--- src/rtl/video_pattern_pkg.sv ---
// video_pattern_pkg
//   Shared types and constants for the test-pattern stream generator.
//   - rgb_t       : packed {r,g,b} pixel, 8 bits per component
//   - pattern_e   : per-frame pattern selection code
//   - BAR_COLOURS : the eight colour-bar colours, left to right
//   - state_e     : stream FSM states
package video_pattern_pkg;

  typedef struct packed {
    logic [7:0] r;
    logic [7:0] g;
    logic [7:0] b;
  } rgb_t;

  typedef enum logic [1:0] {
    PAT_GRID  = 2'd0,
    PAT_BARS  = 2'd1,
    PAT_GRAD  = 2'd2,
    PAT_SOLID = 2'd3
  } pattern_e;

  typedef enum logic {
    IDLE   = 1'b0,
    STREAM = 1'b1
  } state_e;

  localparam rgb_t BAR_COLOURS [8] = '{
    rgb_t'(24'hFFFFFF),  // white
    rgb_t'(24'hFFFF00),  // yellow
    rgb_t'(24'h00FFFF),  // cyan
    rgb_t'(24'h00FF00),  // green
    rgb_t'(24'hFF00FF),  // magenta
    rgb_t'(24'hFF0000),  // red
    rgb_t'(24'h0000FF),  // blue
    rgb_t'(24'h000000)   // black
  };

endpackage

--- src/rtl/pattern_pixel.sv ---
// pattern_pixel
//   Purely combinational colour function for one pixel.
//   Ports:
//     gx       in  XW  horizontal pattern coordinate (may be scrolled)
//     gy       in  YW  vertical pattern coordinate
//     bar_idx  in  3   colour-bar index, already saturated at 7
//     pattern  in      pattern select for the frame
//     solid    in      colour used by the solid pattern
//     pixel    out     resulting {r,g,b}
module pattern_pixel
  import video_pattern_pkg::*;
#(
  parameter int XW        = 10,
  parameter int YW        = 9,
  parameter int GRID_LOG2 = 4
) (
  input  logic [XW-1:0] gx,
  input  logic [YW-1:0] gy,
  input  logic [2:0]    bar_idx,
  input  pattern_e      pattern,
  input  rgb_t          solid,
  output rgb_t          pixel
);

  // Masks select the low GRID_LOG2 bits; if the grid pitch exceeds a
  // coordinate's range the mask simply covers the whole coordinate.
  localparam logic [XW-1:0] GX_MASK = XW'((1 << GRID_LOG2) - 1);
  localparam logic [YW-1:0] GY_MASK = YW'((1 << GRID_LOG2) - 1);

  logic grid_line;
  assign grid_line = ((gx & GX_MASK) == '0) || ((gy & GY_MASK) == '0);

  always_comb begin
    pixel = '0;
    case (pattern)
      PAT_GRID:  pixel = grid_line ? rgb_t'(24'hFFFFFF) : rgb_t'(24'h000000);
      PAT_BARS:  pixel = BAR_COLOURS[bar_idx];
      PAT_GRAD: begin
        pixel.r = 8'(gx);
        pixel.g = 8'(gy);
        pixel.b = 8'(gx) + 8'(gy);
      end
      PAT_SOLID: pixel = solid;
      default:   pixel = '0;
    endcase
  end

endmodule

--- src/rtl/pattern_stream_gen.sv ---
// pattern_stream_gen
//   Emits frames of HDISP x VDISP RGB pixels in raster order on a
//   valid/ready stream. Pattern and solid colour are latched per frame.
//   Optional macro PATTERN_STREAM_ANIM_EN: grid and gradient scroll
//   horizontally by one pixel per completed frame.
//   Ports:
//     pixel_clk    in   clock, rising edge
//     pixel_rst    in   synchronous active-high reset
//     enable       in   frame request, sampled at frame boundaries only
//     pattern_sel  in   0 grid, 1 bars, 2 gradient, 3 solid
//     solid_rgb    in   colour for the solid pattern
//     out_valid    out  pixel available
//     out_ready    in   downstream accepts pixel
//     out_data     out  pixel {R,G,B}
//     out_sof      out  marks pixel (0,0)
//     out_eol      out  marks the last pixel of a line
//     frame_done   out  one-cycle pulse after the last pixel is accepted
//     frame_cnt    out  completed frames, mod 256
module pattern_stream_gen
  import video_pattern_pkg::*;
#(
  parameter int HDISP     = 800,
  parameter int VDISP     = 480,
  parameter int GRID_LOG2 = 4
) (
  input  logic        pixel_clk,
  input  logic        pixel_rst,
  input  logic        enable,
  input  logic [1:0]  pattern_sel,
  input  logic [23:0] solid_rgb,
  output logic        out_valid,
  input  logic        out_ready,
  output logic [23:0] out_data,
  output logic        out_sof,
  output logic        out_eol,
  output logic        frame_done,
  output logic [7:0]  frame_cnt
);

  localparam int XW     = (HDISP > 1) ? $clog2(HDISP) : 1;
  localparam int YW     = (VDISP > 1) ? $clog2(VDISP) : 1;
  localparam int BARW   = (HDISP / 8 > 0) ? HDISP / 8 : 1;
  localparam int BCW    = (BARW > 1) ? $clog2(BARW) : 1;
  localparam logic [XW-1:0]  X_LAST  = XW'(HDISP - 1);
  localparam logic [YW-1:0]  Y_LAST  = YW'(VDISP - 1);
  localparam logic [BCW-1:0] BC_LAST = BCW'(BARW - 1);

  state_e         state_reg, state_next;
  logic [XW-1:0]  x_reg, x_next;
  logic [YW-1:0]  y_reg, y_next;
  logic [BCW-1:0] bar_cnt_reg, bar_cnt_next;
  logic [2:0]     bar_idx_reg, bar_idx_next;
  pattern_e       pat_reg, pat_next;
  rgb_t           solid_reg, solid_next;
  logic [7:0]     fcnt_reg, fcnt_next;
  logic           done_reg, done_next;
  rgb_t           data_reg;
  logic           sof_reg, eol_reg;
  logic           load;
  logic [XW-1:0]  gx;
  rgb_t           pix;

  // x/y registers hold the coordinate of the pixel currently presented;
  // the output register is loaded from the *next* coordinate so data is
  // ready in the same cycle as out_valid.
  always_comb begin
    state_next   = state_reg;
    x_next       = x_reg;
    y_next       = y_reg;
    bar_cnt_next = bar_cnt_reg;
    bar_idx_next = bar_idx_reg;
    pat_next     = pat_reg;
    solid_next   = solid_reg;
    fcnt_next    = fcnt_reg;
    done_next    = 1'b0;
    load         = 1'b0;
    case (state_reg)
      IDLE: begin
        if (enable) begin
          state_next   = STREAM;
          pat_next     = pattern_e'(pattern_sel);
          solid_next   = rgb_t'(solid_rgb);
          x_next       = '0;
          y_next       = '0;
          bar_cnt_next = '0;
          bar_idx_next = '0;
          load         = 1'b1;
        end
      end
      STREAM: begin
        if (out_ready) begin
          load = 1'b1;
          if (x_reg == X_LAST) begin
            x_next       = '0;
            bar_cnt_next = '0;
            bar_idx_next = '0;
            if (y_reg == Y_LAST) begin
              y_next    = '0;
              done_next = 1'b1;
              fcnt_next = fcnt_reg + 8'd1;
              if (enable) begin
                // Back-to-back frame: new settings apply from pixel (0,0).
                pat_next   = pattern_e'(pattern_sel);
                solid_next = rgb_t'(solid_rgb);
              end else begin
                state_next = IDLE;
                load       = 1'b0;
              end
            end else begin
              y_next = y_reg + YW'(1);
            end
          end else begin
            x_next = x_reg + XW'(1);
            // Bar index advances every BARW pixels and sticks at 7, so any
            // leftover pixels at the right edge fall into the last bar.
            if (bar_cnt_reg == BC_LAST) begin
              bar_cnt_next = '0;
              if (bar_idx_reg != 3'd7) begin
                bar_idx_next = bar_idx_reg + 3'd1;
              end
            end else begin
              bar_cnt_next = bar_cnt_reg + BCW'(1);
            end
          end
        end
      end
      default: state_next = IDLE;
    endcase
  end

`ifdef PATTERN_STREAM_ANIM_EN
  assign gx = x_next + XW'(fcnt_next);
`else
  assign gx = x_next;
`endif

  pattern_pixel #(
    .XW        (XW),
    .YW        (YW),
    .GRID_LOG2 (GRID_LOG2)
  ) u_pixel (
    .gx      (gx),
    .gy      (y_next),
    .bar_idx (bar_idx_next),
    .pattern (pat_next),
    .solid   (solid_next),
    .pixel   (pix)
  );

  always_ff @(posedge pixel_clk) begin
    if (pixel_rst) begin
      state_reg   <= IDLE;
      x_reg       <= '0;
      y_reg       <= '0;
      bar_cnt_reg <= '0;
      bar_idx_reg <= '0;
      pat_reg     <= PAT_GRID;
      solid_reg   <= '0;
      fcnt_reg    <= '0;
      done_reg    <= 1'b0;
      data_reg    <= '0;
      sof_reg     <= 1'b0;
      eol_reg     <= 1'b0;
    end else begin
      state_reg   <= state_next;
      x_reg       <= x_next;
      y_reg       <= y_next;
      bar_cnt_reg <= bar_cnt_next;
      bar_idx_reg <= bar_idx_next;
      pat_reg     <= pat_next;
      solid_reg   <= solid_next;
      fcnt_reg    <= fcnt_next;
      done_reg    <= done_next;
      if (load) begin
        data_reg <= pix;
        sof_reg  <= (x_next == '0) && (y_next == '0);
        eol_reg  <= (x_next == X_LAST);
      end else if (state_next == IDLE) begin
        sof_reg <= 1'b0;
        eol_reg <= 1'b0;
      end
    end
  end

  assign out_valid  = (state_reg == STREAM);
  assign out_data   = data_reg;
  assign out_sof    = sof_reg;
  assign out_eol    = eol_reg;
  assign frame_done = done_reg;
  assign frame_cnt  = fcnt_reg;

endmodule

--- config.mk ---
export PLATFORM = sky130hd
export DESIGN_NAME = pattern_stream_gen
export DESIGN_NICKNAME = d
export VERILOG_FILES = /design/src/rtl/video_pattern_pkg.sv /design/src/rtl/pattern_pixel.sv /design/src/rtl/pattern_stream_gen.sv
export SDC_FILE = /design/constraint.sdc
export NUM_CORES = 1
export LEC_CHECK = 0
export BUFFER_PORTS_ARGS = -buffer_cell sky130_fd_sc_hd__buf_4
export CAP_MARGIN = 5
export CORE_MARGIN = 8
export CORE_UTILIZATION = 50
export CTS_CLUSTER_SIZE = 10
export DETAILED_ROUTE_END_ITERATION = 8
export PLACE_DENSITY = 0.76
export SLEW_MARGIN = 40
export SYNTH_ARGS = -nofsm -noshare
export SYNTH_HDL_FRONTEND = slang
export SYNTH_SLANG_ARGS = --single-unit
--- constraint.sdc ---
create_clock -name pixel_clk -period 3.6 [get_ports pixel_clk]
set_clock_uncertainty 0.15 [all_clocks]
set_input_delay 0.36 -clock pixel_clk [delete_from_list [all_inputs] [get_ports pixel_clk]]
set_output_delay 0.36 -clock pixel_clk [all_outputs]
set_load 0.05 [all_outputs]
==> impl_metrics.ini <==
[routing]
wirelength_mm = 15.2
wl_per_cell_um = 18.7
dr_total_vias = 5003
viasPerCell = 6.15
dr.pass1.iters = 7
ant_nets = 0
drc_errors = 0
drtIter0Drc = 499

[global_route]
grt_pass1_wl_mm = 24.5
grt_usage_pct = 22.8
antenna_found_initial = 0
grt_max_degree = 50
overflow = 0
grt_pass1_vias = 4792

[logic_synthesis]
synth_largest_area_cell = dfxtp_1
yosysSeqAreaShare_pct = 35.9
synth_edf_count = 0
yosysUniqueCellTypes = 79
synth_top_area_share_pct = 35.9
yosys_warnings = 0
synth_top_family_by_area = simple AND/OR/NAND/NOR gates
synth_area_um2 = 5070
syn_nets = 648
synth_flop_cell = dfxtp_1
synthAdderAreaFrac_pct = 3.36
synth-compound-area-share_pct = 23.0
yosys.area_share.simple_pct = 27.2
synth.avg_cell_area_um2 = 8.38
ys_top_cells_by_area = dfxtp_1, nor2_1, nand2_1
netlist_instances = 605
synth_xor_xnor_area_share_pct = 3.09
ys_seq_elements = 91
synthMuxAreaShare_pct = 1.88
ys_async_sr_fraction_pct = 0

[power]
power.total_mw = 2.20
p_switching_mw = 0.689
sequentialPowerShare_pct = 49.5
internal_power_mw = 1.51
swShare_pct = 31.3
power_per_cell_area_nw_per_um2 = 368
pwr-share-comb_pct = 20.8
clock_power_share_pct = 29.7
p_leak_nw = 2.39
max-vdd-ir-drop_uv = 193

[critical_path]
worst-path-max-fanout = 9
cp_cell_sequence = ha_4, and4_4, nand4_4, and3_4, a21oi_4, inv_2, ha_1, a21oi_1, o211ai_1, a2111oi_2, nor3_1, xor3_2, nand3_1, a311oi_1
crit_type = reg -> reg
cp-end-kind = register
crit_path_max_incr_delay_ps = 400
crit_required_ps = 3680
rr_worst_depth = 14
cp-start-kind = register
reg2reg_to = out_data[7]
critPathSlowestCell = dfxtp_2
ff2ff_setup_slack_ps = 180
r2r_start = x_reg[0]
worstPathArrival_ps = 3500

[placement]
place_congestion = 0.986
port-buffer-count = 65
hpwl_mm = 11.4

[sta]
fin_crit_sh_pct = 95.0
worst_pin_slew_ps = 661
fmax_ghz = 0.292
rsz0062_at_grt = false
hold_violations = 0
maxSlewViolCount = 0
setup_viol_count_final = 0
period_needed_ps = 3420
slew_headroom_pct = 55.9

[outcome]
status = finished, final reports clean

[clock_network]
h-tree-depth = 3
numCtsBuffers = 9
postCtsSetupBuffers = 0
clock_latency_ps = 370
cts_sinks = 91
cts-root-buf = clkbuf_8
clk_path_buf_depth = 2
cts_tree = yes
clk_pin_slew_worst_paths_ps = 80

[die]
rows = 36
core_um2 = 9820
start_util_pct = 51.6
dieArea_um2 = 13600
pin_count = 66
die_y_um = 117
die-width_um = 117

[min_path]
min_to = solid_reg[8]
hold_depth = 3
worstHoldPathType = in -> reg
min-delay-start = solid_rgb[8]

[layout]
n_antenna_cell = 0
drive_gt1_share_pct = 22.6
layout_commonest_cell = buf_4
final_cell_mix = buf_4, dfxtp_1, nor2_1
nets = 721
post-route-util_pct = 61.0
area_delta_synth_final_pct = 18.1

[flow_run]
max_cap_viol_count = 0
-- logic make-up (layout without fill, tap and decap cells) --
group / count (synthesis) / count (layout)
compound gates: 162 / 162
xor+xnor: 16 / 16
fa+ha+maj: 13 / 13
buf+inv: 53 / 128
flops: 91 / 91
mux: 8 / 8
simple gates: 262 / 262
-- worst max-delay path by stage --
stage	start	to	slack (ps)	cells after the start
after CTS	x_reg[0]	out_data[7]	3	14
after detailed placement	x_reg[0]	out_data[7]	-20	13
final	x_reg[0]	out_data[7]	180	14
after floorplan	out_valid	out_data[4]	100	12
after global routing	x_reg[8]	out_data[7]	2	13
after global placement	x_reg[0]	out_data[7]	170	14
-- cells in the mapped netlist (11+ instances only) --
cell	n
dfxtp_1	91
nor2_1	75
nand2_1	61
a21oi_1	42
nand3_1	31
o21ai_0	23
a211oi_1	22
clkbuf_1	21
inv_1	19
nor3_1	19
nand4_1	13
ha_1	12
o211ai_1	11
-- power by group through the flow --
stage | Sequential [mW] | Clock (mW) | Combinational [mW]
after global routing | 1.09 | 0.708 | 0.487
final | 1.09 | 0.654 | 0.457
after floorplan | 1.21 | 0 | 0.203
after global placement | 1.11 | 0 | 0.444
after CTS | 1.09 | 0.664 | 0.454
after detailed placement | 1.11 | 0 | 0.452
-- through the flow --
step,std cells,setup TNS [ps],area (µm²),hold WS [ps],worst slack (ps)
after floorplan,605,0,5070,282,97.8
after global placement,800,0,5760,290,170
after detailed placement,800,-18.9,5760,295,-18.9
after CTS,813,0,5940,89.3,2.62
after global routing,813,0,5990,107,2.26
final,813,0,5990,95.3,179
-- critical path: cells and delay by family, from the launching register on --
| family | cells | cell delay, ps |
|---|---|---|
| AND/OR/NAND/NOR | 5 | 1120 |
| AO/OA/AOI/OAI | 5 | 740 |
| adder cells (fa/ha/maj) | 2 | 470 |
| flip-flops | 1 | 400 |
| XOR/XNOR | 1 | 300 |
| buffers and inverters | 1 | 120 |
-- metal layers --
metal,global-route usage (%),vias up,share of wire (%)
li1,-,2376,-
met1,32.2,2381,45
met2,34.0,221,45
met3,3.62,25,7.8
met4,8.96,0,1.7
met5,0,-,0
-- layout make-up --
| type | count | area, µm² |
|---|---|---|
| multi-input cells | 461 | 3020 |
| well taps | 133 | 166 |
| inverters | 20 | 75.1 |
| flip-flops and latches | 91 | 1830 |
| fillers | 916 | 3830 |
| clock buffers | 9 | 124 |
| clock inverters | 4 | 45.0 |
| repair buffers | 95 | 726 |
-- what timing repair did --
item | 4_1_cts | 5_1_grt
hold buffers | 0 | 0
gates resized for setup | 1 | 12
endpoints found under the setup margin | 1 | 4
Power figures use the tool's default switching activity.
